$ cat src/rtl/register_bank_scoreboard.sv
// Two-read / one-write register bank with an optional hard-wired zero
// register, optional same-cycle write-to-read forwarding, and a per-register
// pending-write scoreboard. Decode reads registers and reserves destinations;
// writeback writes results and releases them.
module register_bank_scoreboard #(
    parameter int DATA_WIDTH     = 64,
    parameter int ADDR_WIDTH     = 5,
    parameter int DEPTH          = 32,
    parameter int ZERO_REG_EN    = 1,
    parameter int ZERO_REG_INDEX = 31,
    parameter int BYPASS_EN      = 1
) (
    input  logic                  clock,
    input  logic                  reset,
    input  logic [ADDR_WIDTH-1:0] read_address_1,
    input  logic [ADDR_WIDTH-1:0] read_address_2,
    output logic [DATA_WIDTH-1:0] read_data_1,
    output logic [DATA_WIDTH-1:0] read_data_2,
    output logic                  busy_1,
    output logic                  busy_2,
    input  logic                  write,
    input  logic [ADDR_WIDTH-1:0] write_address,
    input  logic [DATA_WIDTH-1:0] write_data,
    input  logic                  reserve,
    input  logic [ADDR_WIDTH-1:0] reserve_address,
    output logic [ADDR_WIDTH:0]   pending_count
);

    // Index width into the storage; addresses are range-checked before the
    // upper bits are dropped, so out-of-range addresses never alias.
    localparam int IDX_W = (DEPTH > 1) ? $clog2(DEPTH) : 1;
    localparam logic [ADDR_WIDTH:0]   DEPTH_L = (ADDR_WIDTH + 1)'(DEPTH);
    localparam logic [ADDR_WIDTH-1:0] ZERO_L  = ADDR_WIDTH'(ZERO_REG_INDEX);

    logic [DATA_WIDTH-1:0] regs [DEPTH];
    logic [DEPTH-1:0]      pending;
    logic [DEPTH-1:0]      pending_next;

    logic                  write_ok;
    logic                  reserve_ok;
    logic [IDX_W-1:0]      write_idx;
    logic [IDX_W-1:0]      reserve_idx;
    logic                  count_gain;
    logic                  count_loss;

    logic [1:0][ADDR_WIDTH-1:0] rd_addr;
    logic [1:0][DATA_WIDTH-1:0] rd_data;
    logic [1:0]                 rd_busy;

    // An address is usable when it names an implemented register that is
    // not the hard-wired zero register.
    function automatic logic usable(input logic [ADDR_WIDTH-1:0] a);
        return ({1'b0, a} < DEPTH_L) && !((ZERO_REG_EN != 0) && (a == ZERO_L));
    endfunction

    assign write_ok    = write && usable(write_address);
    assign reserve_ok  = reserve && usable(reserve_address);
    assign write_idx   = write_address[IDX_W-1:0];
    assign reserve_idx = reserve_address[IDX_W-1:0];

    // A reserve always counts when the bit was clear; a write only counts as
    // a release when it is not immediately re-reserved by the same cycle.
    assign count_gain = reserve_ok && !pending[reserve_idx];
    assign count_loss = write_ok && pending[write_idx] &&
                        !(reserve_ok && (reserve_address == write_address));

    // Register storage: cleared asynchronously, written by writeback.
    always_ff @(posedge clock or posedge reset) begin
        if (reset) begin
            for (int i = 0; i < DEPTH; i++) begin
                regs[i] <= '0;
            end
        end else if (write_ok) begin
            regs[write_idx] <= write_data;
        end
    end

    // Next scoreboard: release first, then reserve, so a new producer wins.
    always_comb begin
        pending_next = pending;
        if (write_ok) begin
            pending_next[write_idx] = 1'b0;
        end
        if (reserve_ok) begin
            pending_next[reserve_idx] = 1'b1;
        end
    end

    // Scoreboard bits and their running population count.
    always_ff @(posedge clock or posedge reset) begin
        if (reset) begin
            pending       <= '0;
            pending_count <= '0;
        end else begin
            pending       <= pending_next;
            pending_count <= pending_count + (ADDR_WIDTH + 1)'(count_gain)
                                           - (ADDR_WIDTH + 1)'(count_loss);
        end
    end

    assign rd_addr[0] = read_address_1;
    assign rd_addr[1] = read_address_2;

    // Combinational read ports with zero-register, range, bypass and reset masking.
    always_comb begin
        rd_data = '0;
        rd_busy = '0;
        for (int p = 0; p < 2; p++) begin
            if (!reset && usable(rd_addr[p])) begin
                if ((BYPASS_EN != 0) && write_ok && (write_address == rd_addr[p])) begin
                    rd_data[p] = write_data;
                end else begin
                    rd_data[p] = regs[rd_addr[p][IDX_W-1:0]];
                    rd_busy[p] = pending[rd_addr[p][IDX_W-1:0]];
                end
            end
        end
    end

    assign read_data_1 = rd_data[0];
    assign read_data_2 = rd_data[1];
    assign busy_1      = rd_busy[0];
    assign busy_2      = rd_busy[1];

endmodule

$ cat config.mk
export PLATFORM = sky130hd
export DESIGN_NAME = register_bank_scoreboard
export DESIGN_NICKNAME = d
export VERILOG_FILES = /design/src/rtl/register_bank_scoreboard.sv
export SDC_FILE = /design/constraint.sdc
export NUM_CORES = 2
export LEC_CHECK = 0
export CORE_MARGIN = 2
export CORE_UTILIZATION = 57
export CTS_BUF_LIST = sky130_fd_sc_hd__clkbuf_4 sky130_fd_sc_hd__clkbuf_8 sky130_fd_sc_hd__clkbuf_16
export CTS_CLUSTER_SIZE = 28
export DETAILED_ROUTE_END_ITERATION = 10
export GPL_TIMING_DRIVEN = 0
export PLACE_DENSITY = 0.81
export SLEW_MARGIN = 20
export SYNTH_ARGS = -nofsm -noshare
export SYNTH_HDL_FRONTEND = slang
export SYNTH_SLANG_ARGS = --single-unit
$ cat constraint.sdc
create_clock -name clock -period 65.9 [get_ports clock]
set_input_delay 9.885 -clock clock [delete_from_list [all_inputs] [get_ports clock]]
set_output_delay 9.885 -clock clock [all_outputs]
set_load 0.01 [all_outputs]
==> run metrics <==
R2R setup slack 62.87 ns; Detailed Routing Iterations Pass 1 9; top_reg_cell synth dfrtp_1; PD cells 29.9 nW/um^2; critical path arrival 14.79 ns; Fill cells 13500; Comb pwr share 0.212; crit end category output pin; clock latency at the later pin of the worst-skew pair a little over 0.9 ns; Synth area leaders dfrtp_1 47%, mux4_2 16%, mux2_2 11%; final hold slack 0.484 ns; reg-to-reg startpoint pending[23]; Initial Util 0.573; hold path cells 1; die width approximately 450 microns; setup bufs post-CTS 0; Synth Area per Inst about 15 sq um; DR DRC count 0; Int Power 2.69 mW; H-tree depth 4; Nets 8307; Min-Delay Startpoint regs[0]; Hold Path End regs[0]; Ports approximately 220; footprint of the multi-input gates 55200 sq um; syn nets 7789; crit-path max FO 15; Setup WS pre-CTS around 42 ns; Worst Setup Path Type primary input to output pin; setup_tns 0 ns; Yosys warnings 0; worst r2r dst pending_count[4]; antenna violations before repair between 40 and 50; synthesized flop and latch total 2086; Final setup viols 0; Seq pwr share 0.453; max-capacitance violation count 0; CP startpoint kind primary input; Worst Tran Pin Value 1.31 ns; number of synthesized flops with an enable pin 0; share of layout cells above drive strength 1 0.341; Slew Viols, Final 0; RD Place Congestion 0.974; clk root buf clkbuf_16; Starting DRT DRC Count 12100; leading cell type by number of instances after synthesis dfrtp_1; NetSw 1.10 mW; Post-Route Skew 0.0202 ns; status finished, final reports clean; fin util 0.650; top cell type's share of synthesized area 0.467; register area 52200 sq um; mapped cell area roughly 110000 sq um; Clock Path Buffers 3; HPWL Detailed 293000 microns; largest net degree at the start of global routing 37; Core Area 195000 sq um; minimum clock period 24.68 ns; top post-synthesis cells by count 2086 x dfrtp_1, 1139 x mux2_2, 846 x mux2_1; Hold Path Class flip-flop to flip-flop; Syn Inst Count around 7700; Placed Cells between 10000 and 15000; R2R depth 12; vias per cell ~7.4; Leakage 55.6 nW; Port Buffers 207; Hold Fails Final Rpt 0; first-pass GRT wire length a little under 600000 microns; RSZ-0062 raised after global routing no; clk slew on worst S/H paths 0.06 ns; DRT antenna net count 0; fin crit share 0.374; Worst Setup Slack, final 41.22 ns; Seq/Total Area, Yosys 0.467; area grow syn2layout 13.4%; total global routing overflow 0; Async S/R FF share, synth 1.00; Worst EP required 56.01 ns; Clock Sinks 2086; CTS tree yes; number of global-route vias before repair 83300; die height 447 microns; non-filler cells, final ~11000; Routed Wire Length 415000 microns; cell taking the most area after synthesis dfrtp_1; total CTS buffers between 200 and 250; CTS Hold Buffers Added 0; Clock Power Share 0.335; Peak VDD IR 0.0291 mV; Slew Limit Headroom 0.129; FMAX 40.5 MHz; row cnt 162; all-layer global routing usage 0.417; total die area 199000 sq um; synth unique cells 59; DR vias 82600; # resized after CTS 0; drt wl/cell ~37 microns; Sw Share 0.291
-- final cells by class --
type / instances / share of cell area
multi-input cells: 4675 / 0.436
clock buffers: 337 / 0.0532
inverters: 16 / 0.000504
repair buffers: 298 / 0.0321
diodes: 95 / 0.00188
clock inverters: 49 / 0.00439
plain buffers: 917 / 0.0340
flip-flops and latches: 2086 / 0.412
well taps: 2624 / 0.0259
-- power by group through the flow --
| stage | Clock (mW) | Sequential [mW] | Combinational [mW] |
|---|---|---|---|
| floorplan | 0 | 1.68 | 0.570 |
| global placement | 0 | 1.71 | 0.734 |
| finish | 1.27 | 1.72 | 0.803 |
| global route | 1.31 | 1.74 | 0.839 |
| CTS | 1.26 | 1.70 | 0.785 |
| detailed placement | 0 | 1.72 | 0.778 |
-- through the flow --
stage	instance area, sq um	power, mW
after CTS	126000	3.75
after detailed placement	119000	2.50
after global routing	126000	3.89
after global placement	117000	2.44
after floorplan	112000	2.25
final	127000	3.79
-- per-layer routing --
| layer | up-vias | part of all wire | global-route usage |
|---|---|---|---|
| met2 | 6974 | 0.43 | 0.584 |
| met4 | 20 | 0.096 | 0.337 |
| met3 | 1905 | 0.14 | 0.175 |
| li1 | 31000 | - | - |
| met1 | 42700 | 0.34 | 0.504 |
| met5 | - | 0.00086 | 0.00708 |
-- state kept, by name, indices dropped and copies added (netlist names) --
| signal | flops |
|---|---|
| pending | 32 |
| pending_count | 6 |
| regs | 2048 |
-- how the worst max path moves through the flow --
| stage | startpoint | end | slack (ns) |
|---|---|---|---|
| after floorplan | reset | read_data_1[14] | 13.81 |
| after global placement | reset | read_data_1[46] | 1.32 |
| after detailed placement | read_address_1[0] | read_data_1[10] | 41.74 |
| after CTS | read_address_1[0] | read_data_1[10] | 41.70 |
| after global routing | read_address_1[0] | read_data_1[10] | 41.40 |
| final | read_address_1[0] | read_data_1[20] | 41.22 |
-- kinds of logic (layout without fill, tap and decap cells) --
family          count (synthesis)  in the layout  share of synthesized area
simple gates                  251            251                     0.0108
buf+inv                       933           1617                     0.0386
other cells                     0             95                          0
fa+ha+maj                       7              7                   0.000852
xor+xnor                       19             19                    0.00149
compound gates                969            969                     0.0618
flops                        2086           2086                      0.467
mux                          3429           3429                      0.419
-- worst max-delay path, stage by stage --
cell	delay, ns
clkbuf_1	0.35
buf_2	0.94
buf_2	0.75
buf_2	0.88
mux2i_1	0.30
o22ai_1	0.10
a211oi_1	0.57
nand2_1	0.11
a32o_1	0.33
clkdlybuf4s50_1	0.49
-- layout by cell type, fill, tap and decap left out, types with 128 or more instances in the layout --
master | netlist | routed
a21oi_1 | 135 | 135
a22oi_1 | 131 | 131
dfrtp_1 | 2086 | 2086
clkdlybuf4s50_1 | 0 | 207
mux4_2 | 797 | 797
clkbuf_1 | 490 | 460
clkbuf_16 | 0 | 218
o221ai_1 | 130 | 130
o21ai_0 | 140 | 140
o22ai_1 | 132 | 132
mux2_1 | 846 | 846
mux2_2 | 1139 | 1139
mux2i_1 | 647 | 647
nand2_1 | 165 | 165
a32o_1 | 128 | 128
buf_2 | 295 | 300
a211oi_1 | 128 | 128
(Power assumes the default switching activity.)
